### src/rtl/vga_pkg.sv
// rtl/vga_pkg.sv - 800x600 VGA timing constants and bounding-box types
package vga_pkg;

    localparam int VGA_H_TOTAL     = 1056;
    localparam int VGA_H_ACT_START = 216;
    localparam int VGA_H_ACT       = 800;
    localparam int VGA_V_TOTAL     = 628;
    localparam int VGA_V_ACT_START = 27;
    localparam int VGA_V_ACT       = 600;

    localparam int HCNT_W = 11;
    localparam logic [HCNT_W-1:0] HCNT_SAT = '1;

    // Packed {hi, lo} form handed back to the drawer when nothing was seen.
    localparam logic [31:0] BOX_EMPTY = {16'h0000, 16'hFFFF};

    typedef struct packed {
        logic [15:0] max_x;
        logic [15:0] min_x;
        logic [15:0] max_y;
        logic [15:0] min_y;
    } bbox_t;

    localparam bbox_t BBOX_CLEAR = {BOX_EMPTY, BOX_EMPTY};

endpackage

### src/rtl/vga_bbox_acc.sv
// rtl/vga_bbox_acc.sv - per-colour bounding box accumulator with frame commit
module vga_bbox_acc
    import vga_pkg::*;
(
    input  logic        clk,
    input  logic        rst,
    input  logic        en,
    input  logic        pix,
    input  logic [15:0] x,
    input  logic [15:0] y,
    input  logic        clr,
    input  logic        commit,
    output bbox_t       box,
    output logic        hit
);

    bbox_t acc;
    logic  acc_hit;

    always_ff @(posedge clk or posedge rst) begin
        if (rst) begin
            acc     <= BBOX_CLEAR;
            acc_hit <= 1'b0;
            box     <= '0;
            hit     <= 1'b0;
        end else if (en) begin
            if (commit) begin
                box <= acc;
                hit <= acc_hit;
            end
            // Clear wins: the frame-end strobe always falls in blanking.
            if (clr) begin
                acc     <= BBOX_CLEAR;
                acc_hit <= 1'b0;
            end else if (pix) begin
                if (x < acc.min_x) acc.min_x <= x;
                if (x > acc.max_x) acc.max_x <= x;
                if (y < acc.min_y) acc.min_y <= y;
                if (y > acc.max_y) acc.max_y <= y;
                acc_hit <= 1'b1;
            end
        end
    end

endmodule

### src/rtl/vga_rect_capture.sv
// rtl/vga_rect_capture.sv - VGA receive-side sync recovery and per-frame red/green box capture
module vga_rect_capture
    import vga_pkg::*;
#(
    parameter int H_TOTAL     = VGA_H_TOTAL,
    parameter int H_ACT_START = VGA_H_ACT_START,
    parameter int H_ACT       = VGA_H_ACT,
    parameter int V_TOTAL     = VGA_V_TOTAL,
    parameter int V_ACT_START = VGA_V_ACT_START,
    parameter int V_ACT       = VGA_V_ACT
) (
    input  logic        CLK,
    input  logic        RST_BTN,
    input  logic        pix_stb,
    input  logic        VGA_HS_I,
    input  logic        VGA_VS_I,
    input  logic [3:0]  VGA_R_I,
    input  logic [3:0]  VGA_G_I,
    output logic [31:0] rect_a_x,
    output logic [31:0] rect_a_y,
    output logic [31:0] rect_b_x,
    output logic [31:0] rect_b_y,
    output logic        rect_a_hit,
    output logic        rect_b_hit,
    output logic        frame_stb,
    output logic        locked
);

    localparam logic [HCNT_W-1:0] H_LAST = HCNT_W'(H_TOTAL - 1);
    localparam logic [HCNT_W-1:0] H_A0   = HCNT_W'(H_ACT_START);
    localparam logic [HCNT_W-1:0] H_A1   = HCNT_W'(H_ACT_START + H_ACT);
    localparam logic [15:0]       V_LAST = 16'(V_TOTAL - 1);
    localparam logic [15:0]       V_A0   = 16'(V_ACT_START);
    localparam logic [15:0]       V_A1   = 16'(V_ACT_START + V_ACT);

    logic              hs_q, vs_q, r_q, g_q, hs_p, vs_p;
    logic              hs_rise, vs_rise;
    logic [HCNT_W-1:0] hcnt, hcnt_nxt;
    logic [15:0]       vcnt, vcnt_nxt;
    logic              frame_good, line_bad, good_frame, active;
    logic [15:0]       x, y;
    bbox_t             box_a, box_b;
    logic              unused_bits;

    assign unused_bits = ^{VGA_R_I[2:0], VGA_G_I[2:0]};

    assign hs_rise = hs_q & ~hs_p;
    assign vs_rise = vs_q & ~vs_p;

    // Next-state counters line up with the pixel currently held in r_q/g_q.
    always_comb begin
        hcnt_nxt = hcnt;
        if (hs_rise)
            hcnt_nxt = '0;
        else if (hcnt != HCNT_SAT)
            hcnt_nxt = hcnt + 1'b1;
        vcnt_nxt = vcnt;
        if (vs_rise)
            vcnt_nxt = '0;
        else if (hs_rise)
            vcnt_nxt = vcnt + 1'b1;
    end

    assign active = (hcnt_nxt >= H_A0) && (hcnt_nxt < H_A1) &&
                    (vcnt_nxt >= V_A0) && (vcnt_nxt < V_A1);
    assign x = 16'(hcnt_nxt - H_A0);
    assign y = vcnt_nxt - V_A0;

    assign line_bad   = hs_rise && (hcnt != H_LAST);
    assign good_frame = frame_good && !line_bad && (vcnt == V_LAST);

    always_ff @(posedge CLK or posedge RST_BTN) begin
        if (RST_BTN) begin
            {hs_q, vs_q, r_q, g_q, hs_p, vs_p} <= '0;
            hcnt       <= HCNT_SAT;
            vcnt       <= '0;
            frame_good <= 1'b0;
            locked     <= 1'b0;
            frame_stb  <= 1'b0;
        end else begin
            frame_stb <= 1'b0;
            if (pix_stb) begin
                hs_q <= VGA_HS_I;
                vs_q <= VGA_VS_I;
                r_q  <= VGA_R_I[3];
                g_q  <= VGA_G_I[3];
                hs_p <= hs_q;
                vs_p <= vs_q;
                hcnt <= hcnt_nxt;
                vcnt <= vcnt_nxt;
                if (hcnt_nxt == HCNT_SAT)
                    locked <= 1'b0;
                if (line_bad) begin
                    frame_good <= 1'b0;
                    locked     <= 1'b0;
                end
                if (vs_rise) begin
                    frame_good <= 1'b1;
                    locked     <= good_frame;
                    frame_stb  <= good_frame;
                end
            end
        end
    end

    vga_bbox_acc u_acc_a (
        .clk    (CLK),
        .rst    (RST_BTN),
        .en     (pix_stb),
        .pix    (active & r_q),
        .x      (x),
        .y      (y),
        .clr    (vs_rise),
        .commit (vs_rise & good_frame),
        .box    (box_a),
        .hit    (rect_a_hit)
    );

    vga_bbox_acc u_acc_b (
        .clk    (CLK),
        .rst    (RST_BTN),
        .en     (pix_stb),
        .pix    (active & g_q),
        .x      (x),
        .y      (y),
        .clr    (vs_rise),
        .commit (vs_rise & good_frame),
        .box    (box_b),
        .hit    (rect_b_hit)
    );

    assign rect_a_x = {box_a.max_x, box_a.min_x};
    assign rect_a_y = {box_a.max_y, box_a.min_y};
    assign rect_b_x = {box_b.max_x, box_b.min_x};
    assign rect_b_y = {box_b.max_y, box_b.min_y};

endmodule

### config.mk
export PLATFORM = sky130hd
export DESIGN_NAME = vga_rect_capture
export DESIGN_NICKNAME = d
export VERILOG_FILES = /design/src/rtl/vga_pkg.sv /design/src/rtl/vga_bbox_acc.sv /design/src/rtl/vga_rect_capture.sv
export SDC_FILE = /design/constraint.sdc
export NUM_CORES = 1
export LEC_CHECK = 0
export ABC_AREA = 1
export CAP_MARGIN = 20
export CORE_ASPECT_RATIO = 1.4
export CORE_MARGIN = 2
export CORE_UTILIZATION = 45
export DETAILED_ROUTE_END_ITERATION = 8
export PLACE_DENSITY = 0.75
export SKIP_LAST_GASP = 1
export SLEW_MARGIN = 5
export SYNTH_ARGS = -nofsm -noshare
export SYNTH_HDL_FRONTEND = slang
export SYNTH_HIERARCHICAL = 1
export SYNTH_SLANG_ARGS = --single-unit
### constraint.sdc
create_clock -name CLK -period 8.9 [get_ports CLK]
set_clock_uncertainty 0.2 [all_clocks]
set_input_delay 1.78 -clock CLK [delete_from_list [all_inputs] [get_ports CLK]]
set_output_delay 1.78 -clock CLK [all_outputs]
set_load 0.02 [all_outputs]
==> results of run 1 <==
area by class of cell:
type                            count  area, sq um  share of cell area
Multi-Input combinational cell   1436         7870               0.406
Sequential cell                   296         7500               0.387
Clock buffer                       40          818              0.0422
Clock inverter                     16          226              0.0117
Timing Repair Buffer              155         1530              0.0788
Inverter                          230          868              0.0448
Tap cell                          467          584              0.0301
cells in the final DEF (no fill, tap or decap), types with 6 or more instances in the layout:
cell / Yosys / routed
o21ai_0: 171 / 171
clkdlybuf4s50_1: 0 / 138
nand4_1: 18 / 18
inv_1: 217 / 215
clkinv_2: 0 / 6
nand2_4: 12 / 14
inv_2: 11 / 11
clkbuf_1: 29 / 7
nor3_1: 7 / 7
a21oi_1: 56 / 56
clkbuf_16: 0 / 30
ha_1: 128 / 128
mux2_2: 8 / 8
dfstp_2: 75 / 75
xor2_1: 9 / 9
nand3_2: 11 / 11
nand2_1: 670 / 668
buf_4: 12 / 16
nand3_1: 106 / 106
dfrtp_1: 221 / 221
nand2_2: 53 / 53
nor2_1: 66 / 66
nor2_4: 9 / 10
xnor2_1: 9 / 9
or2_2: 60 / 60
flip-flops by register name, summed over array words and instances, names as in the netlist, 11 cells and up:
register and flops:
vcnt 16, u_acc_a/acc 64, u_acc_a/box 64, hcnt 11, u_acc_b/box 64, u_acc_b/acc 64
worst max-delay path by stage:
stage	startpoint	to	slack (ns)	cells after the start
final	vs_p	u_acc_b/acc[11]	3.88	22
after global routing	vs_p	u_acc_b/acc[12]	3.51	22
after CTS	vs_p	u_acc_b/acc[11]	3.86	22
after detailed placement	vs_p	u_acc_b/acc[11]	3.91	22
after global placement	vs_p	u_acc_a/acc[0]	3.99	22
after floorplan	hcnt[0]	u_acc_a/acc[32]	3.43	22
layer usage:
layer,vias up,GRT usage
met3,80,0.0263
met1,6305,0.266
met4,0,0.0892
met2,305,0.373
met5,-,0
li1,6679,-
logic make-up (layout without fill, tap and decap cells):
kind of cell | after synthesis | count (layout) | share of synthesized area
simple gates | 1036 | 1036 | 0.284
buf+inv | 299 | 441 | 0.0778
mux | 8 | 8 | 0.00542
compound gates | 246 | 246 | 0.0764
flops | 296 | 296 | 0.451
xor+xnor | 18 | 18 | 0.00948
fa+ha+maj | 128 | 128 | 0.0963
stage by stage:
| stage | instances | worst slack (ns) |
|---|---|---|
| 3_5_place_dp | 2581 | 3.91 |
| 3_3_place_gp | 2581 | 3.99 |
| 5_1_grt | 2640 | 3.51 |
| 4_1_cts | 2637 | 3.86 |
| 2_1_floorplan | 2031 | 3.43 |
| 6_report | 2640 | 3.88 |
power breakdown:
group / switching, W / internal [W]
clock network: 0.000550 / 0.000793
logic: 0.00110 / 0.000611
registers: 0.000181 / 0.00175
total: 0.00183 / 0.00315
critical path: stages, from the launching register on:
cell and delay (ns):
dfrtp_1 0.41, nor2_4 0.10, buf_4 0.52, inv_2 0.33
o21ai_0 0.17, nor2_1 0.09, ha_1 0.21, inv_1 0.09
nand2_1 0.07, nand2_2 0.10, nand2_2 0.08, nor3_4 0.23
nand2_2 0.10, xor2_1 0.84, ha_1 0.39, nand3_2 0.12
inv_1 0.05, a21oi_1 0.17, nand2_2 0.09, nand2_4 0.18
nand2_4 0.20, nand2_1 0.13, nand2_1 0.06
==> metrics.log, run 1 <==
INFO  metric design.die.area = 38500 sq um
INFO  metric cts_inserted_buffers = 30
INFO  metric clk_latency = 0.58 ns
INFO  metric synth_cell_types = 39
INFO  metric detail_route.wirelength = 40.9 mm
INFO  metric worstPathMaxFanout = 67
INFO  metric tightest_slew = 1.12 ns
INFO  metric wl_met1 = 17.4 mm
INFO  metric maxSlewHeadroom = 0.248
INFO  metric finalWorstPathRequiredPeriod = 5.02 ns
INFO  metric yosys-top-cells-area = dfrtp_1 33%, nand2_1 15%, dfstp_2 12%, ha_1 9.6%, o21ai_0 5.1%
INFO  metric yosysWarnings = 6
INFO  metric number_of_setup_buffers_added_after_cts = 0
INFO  metric run_status = complete, no violations
INFO  metric min_period_over_period = 0.565
INFO  metric critPathCaptureType = flip-flop
INFO  metric r2r.worst_path.cells = 22
INFO  metric dieHeight = 232 microns
INFO  metric finish.utilization = 0.531
INFO  metric synthTopCellsByCount = 670 x nand2_1, 221 x dfrtp_1, 217 x inv_1
INFO  metric synth_area_per_cell = 8.19 sq um
INFO  metric grt_pass1_wl = 67.3 mm
INFO  metric yosys.area.top_type = dfrtp_1
INFO  metric drive_gt1_frac = 0.151
INFO  metric mappedNetlistArea = 16600 sq um
INFO  metric holdPathStages = 2
INFO  metric detail_route.vias_per_cell = 5.06
INFO  metric timing.final.hold_violations = 0
INFO  metric met3RoutedLength = 1.67 mm
INFO  metric floorplan.initialDensity = 0.455
INFO  metric path_class = flip-flop to flip-flop
INFO  metric post_layout_instance_area = 19400 sq um
INFO  metric synth.yosys.seq_area_share = 0.451
INFO  metric post-synth-top-count-cell = nand2_1
INFO  metric dr.max_layer_used = met4
INFO  metric synth-async-reset-ratio = 1.00
INFO  metric min_delay_worst_endpoint = u_acc_b/acc[42]
INFO  metric ctsHtreeMaxLevel = 1
INFO  metric cts.sinks = 296
INFO  metric boundaryPins = 145
INFO  metric dr.first_iter.drc_count = 991
INFO  metric first_pass_iters = 6
INFO  metric tritoncts_clock_tree = built
INFO  metric max-cap-violations = 0
INFO  metric placed_cell_areas = 18300 sq um
INFO  metric antennaDiodeCount = 0
INFO  metric fillerInstances = 3392
INFO  metric hold_slack_final = 0.261 ns
INFO  metric dp_hpwl = 28.9 mm
INFO  metric worstReg2RegStart = vs_p
INFO  metric route.antenna.remaining_nets = 0
INFO  metric timing.setup.tns = 0 ns
INFO  metric critical_path_required = 9.21 ns
INFO  metric timing.final.setup_violations = 0
INFO  metric total_power = 0.00498 W
INFO  metric final_net_count = 2290
INFO  metric gpl.final_weighted_congestion = 0.861
INFO  metric die_w = 167 microns
INFO  metric postCtsResizedCells = 0
INFO  metric startpoint_type = flip-flop
INFO  metric min-delay-start = u_acc_b/acc[42]
INFO  metric detail_route.wl_per_cell = 15.5 microns
INFO  metric pin_count_of_the_biggest_net_entering_global_routing = 127
INFO  metric io_buffers = 138
INFO  metric fmax = 0.199 GHz
INFO  metric dominantRegCellSynth = dfrtp_1
INFO  metric reg2reg_to = u_acc_b/acc[11]
INFO  metric route.detailed.drc = 0
INFO  metric area_delta_synth_final = 16.6%
INFO  metric grt_antenna_before_repair = 0
INFO  metric worst_setup_hold_path_clk_slew = 0.06 ns
INFO  metric regToRegSetupSlack = 3.88 ns
INFO  metric worst_ep_arrival_time = 5.33 ns
INFO  metric hold_class = flip-flop to flip-flop
INFO  metric clock_path_buffers = 3
INFO  metric ctsRootBufferMaster = clkbuf_16
INFO  metric power.density_cell_area = 257 nW/um^2
INFO  metric synth-seq-cells = 296
INFO  metric design.core.area = 36600 sq um
INFO  metric first_global_vias = 13200
INFO  metric synthDominantCellAreaShare = 0.332
INFO  metric route.met2.wl = 20.3 mm
INFO  metric synth-edff-count = 0
INFO  metric globalRouteOverflowTotal = 0
INFO  metric global_route_total_usage_across_every_layer = 0.213
INFO  metric fp-row-count = 83
INFO  metric static-leakage-power = 9.52 nW
INFO  metric post_synth_inst_count = 2031
INFO  metric timing_max_transition_violations_final = 0
INFO  metric postSynthNetCount = 2172
INFO  metric ctsHoldBuffers = 0
INFO  metric vdd.ir_drop.worst = 179 uV
INFO  metric grt_setup_unrepaired = no
INFO  metric route.vias.total = 13400
No activity file was read; power rests on OpenSTA's default activity.
==> run 2: changes to the inputs <==
PLACE_DENSITY = 0.77   (was 0.75)
clock period = 4.45 ns   (was 8.9 ns; I/O delays follow)
==> run 2 against run 1 <==
Compared with the run above:
- sequential share of layout area is 0.84 points lower
- first-iteration DRC count is 2.0% lower
- non-clock buffer count is 39 higher
- wire length is 3.8% higher
- combinational power is 110% higher
- count of clock-buffer cells in the layout is 2 higher
- setup slack worse by 3.6 ns
- via count is 3.0% higher
- core utilization is 1.2 points higher
- largest power group unchanged
==> metrics.log, run 2 (synthesized netlist as in run 1, its figures left out) <==
INFO  metric run_status = complete, no violations
INFO  metric pin_count_of_the_biggest_net_entering_global_routing = 131 (+3.1%)
INFO  metric post_layout_instance_area = 19800 sq um (+2.2%)
INFO  metric first_global_vias = 13800 (+4.4%)
INFO  metric die_w = 167 microns (unchanged)
INFO  metric tritoncts_clock_tree = built
INFO  metric grt_setup_unrepaired = no
INFO  metric first_pass_iters = 5 (-1)
INFO  metric design.core.area = 36600 sq um (unchanged)
INFO  metric clock_path_buffers = 3 (unchanged)
INFO  metric worstPathCellList = ha_1, nand3_2, buf_4, o21bai_1, nand2_1, nand2_1, nand2_1, xnor2_1, buf_4, ha_1, nand2_1, nor2_1, nor3_1, nand2_1, nand2_1, nand2_2, nand2_4, nand2_4, nand2_1, nand2_1
INFO  metric layout.cells.most_common = nand2_1
INFO  metric route.vias.total = 13800 (+3.0%)
INFO  metric startpoint_type = flip-flop
INFO  metric area_taken_by_multi_input_logic_gates = 7910 sq um (+0.57%)
INFO  metric globalRouteOverflowTotal = 0 (unchanged)
INFO  metric hold_class = flip-flop to flip-flop
INFO  metric worstPathMaxFanout = 16 (-76%)
INFO  metric cts_inserted_buffers = 29 (-3.3%)
INFO  metric timing.final.hold_violations = 0 (unchanged)
INFO  metric critPathBufInv = 2 (-2)
INFO  metric critPathCaptureType = flip-flop
INFO  metric regToRegSetupSlack = 0.30 ns (-3.57 ns)
INFO  metric ctsRootBufferMaster = clkbuf_16
INFO  metric grt_antenna_before_repair = 1 (+1)
INFO  metric dp_hpwl = 30.3 mm (+5.1%)
INFO  metric global_route_total_usage_across_every_layer = 0.220 (+0.00669)
INFO  metric final_cell_mix = 666 x nand2_1, 221 x dfrtp_1, 215 x inv_1
INFO  metric cts.sinks = 296 (unchanged)
INFO  metric final_net_count = 2328 (+1.7%)
INFO  metric timing.final.setup_violations = 0 (unchanged)
INFO  metric ctsHtreeMaxLevel = 1 (unchanged)
INFO  metric hold_slack_final = 0.261 ns (-0.000435 ns)
INFO  metric dieHeight = 232 microns (unchanged)
INFO  metric antennaDiodeCount = 0 (unchanged)
INFO  metric ctsHoldBuffers = 0 (unchanged)
INFO  metric min_period_over_period = 0.932 (+0.367)
INFO  metric area.sequential = 7500 sq um (unchanged)
INFO  metric crit_family = simple AND/OR/NAND/NOR gates
INFO  metric drive_gt1_frac = 0.168 (+0.0169)
INFO  metric vdd.ir_drop.worst = 397 uV (+120%)
INFO  metric maxSlewHeadroom = 0.246 (-0.00209)
INFO  metric static-leakage-power = 9.74 nW (+2.3%)
INFO  metric worst_ep_arrival_time = 4.45 ns (-0.88 ns)
INFO  metric timing.setup.tns = 0 ns (unchanged)
INFO  metric fp-row-count = 83 (unchanged)
INFO  metric power.density_cell_area = 504 nW/um^2 (+97%)
INFO  metric max-cap-violations = 0 (unchanged)
INFO  metric timing_max_transition_violations_final = 0 (unchanged)
INFO  metric boundaryPins = 145 (unchanged)
INFO  metric route.antenna.remaining_nets = 0 (unchanged)
INFO  metric total_power = 0.0100 W (+100%)
INFO  metric placed_cell_areas = 18700 sq um (+1.9%)
INFO  metric slowest_stage = xnor2_1
INFO  metric area_delta_synth_final = 19.2%
INFO  metric path_class = flip-flop to flip-flop
INFO  metric route.detailed.drc = 0 (unchanged)
INFO  metric tightest_slew = 1.12 ns (+0.00311 ns)
INFO  metric detail_route.wl_per_cell = 15.9 microns (+2.4%)
INFO  metric fmax = 0.241 GHz (+21%)
INFO  metric cell_repeated_most_along_the_worst_path = nand2_1
INFO  metric gpl.final_weighted_congestion = 0.935 (+8.5%)
INFO  metric worst_setup_hold_path_clk_slew = 0.06 ns (about the same)
INFO  metric finalWorstPathRequiredPeriod = 4.15 ns (-0.878 ns)
INFO  metric floorplan.initialDensity = 0.455 (unchanged)
INFO  metric fillerInstances = 3304 (-2.6%)
INFO  metric design.die.area = 38500 sq um (unchanged)
INFO  metric max_stage_delay = 0.71 ns (-0.13 ns)
INFO  metric detail_route.wirelength = 42.5 mm (+3.8%)
INFO  metric detail_route.vias_per_cell = 5.14 (+1.5%)
INFO  metric grt_pass1_wl = 69.6 mm (+3.4%)
INFO  metric critical_path_required = 4.76 ns (-4.45 ns)
INFO  metric dr.first_iter.drc_count = 971 (-2.0%)
INFO  metric clk_latency = 0.58 ns (about the same)
INFO  metric io_buffers = 138 (unchanged)
## run 2: worst register-to-register path, delay by kind of cell (launching register included)
kind / cells / cell delay (ns)
buf+inv: 2 / 0.47
compound gates: 1 / 0.17
fa+ha+maj: 2 / 0.47
simple gates: 14 / 1.44
xor+xnor: 1 / 0.71
flops: 1 / 0.63
## run 2: path summary, 6_finish.rpt
| path | startpoint | to | cells after the start |
|---|---|---|---|
| worst min-delay path | u_acc_b/acc[45] | u_acc_b/acc[45] | 2 |
| worst max-delay path | hcnt[0] | u_acc_a/acc[45] | 20 |
| worst max register to register | hcnt[0] | u_acc_a/acc[45] | 20 |
| worst min register to register | u_acc_b/acc[45] | u_acc_b/acc[45] | 2 |
| max in group asynchronous | RST_BTN | u_acc_a/acc[36] | 4 |
| min in group asynchronous | RST_BTN | u_acc_a/acc[28] | 2 |
## run 2: timing repair
action / CTS / global route
pin swaps: 0 / 4
buffers inserted: 0 / 5
gates resized for setup: 1 / 5
setup endpoints to repair: 4 / 128
## run 2: power breakdown
group          switching, W  leakage (nW)  internal [W]
clock network       0.00108         0.494       0.00150
logic               0.00225          5.48       0.00132
registers          0.000367          3.77       0.00350
total               0.00369          9.74       0.00631
## run 2: routing by layer
layer | vias up | track usage | share of wire
met2 | 383 | 0.407 | 0.52
met4 | 0 | 0.0803 | 0.033
met5 | - | 0 | 0
met3 | 85 | 0.0258 | 0.053
met1 | 6551 | 0.261 | 0.40
li1 | 6745 | - | -
## run 2: area by class of cell
class	count	area share
well taps	467	0.0295
inverters	230	0.0439
multi-input cells	1436	0.399
clock inverters	12	0.00770
clock buffers	42	0.0426
repair buffers	194	0.0988
flip-flops and latches	296	0.378
## run 2: stage by stage
step / std cells / util / setup WS, ns
final: 2677 / 0.542 / 0.304
after global routing: 2677 / 0.542 / 0.0235
after CTS: 2670 / 0.538 / 0.0454
after detailed placement: 2616 / 0.510 / 0.000963
after global placement: 2615 / 0.510 / 0.127
after floorplan: 2031 / - / 0.0883
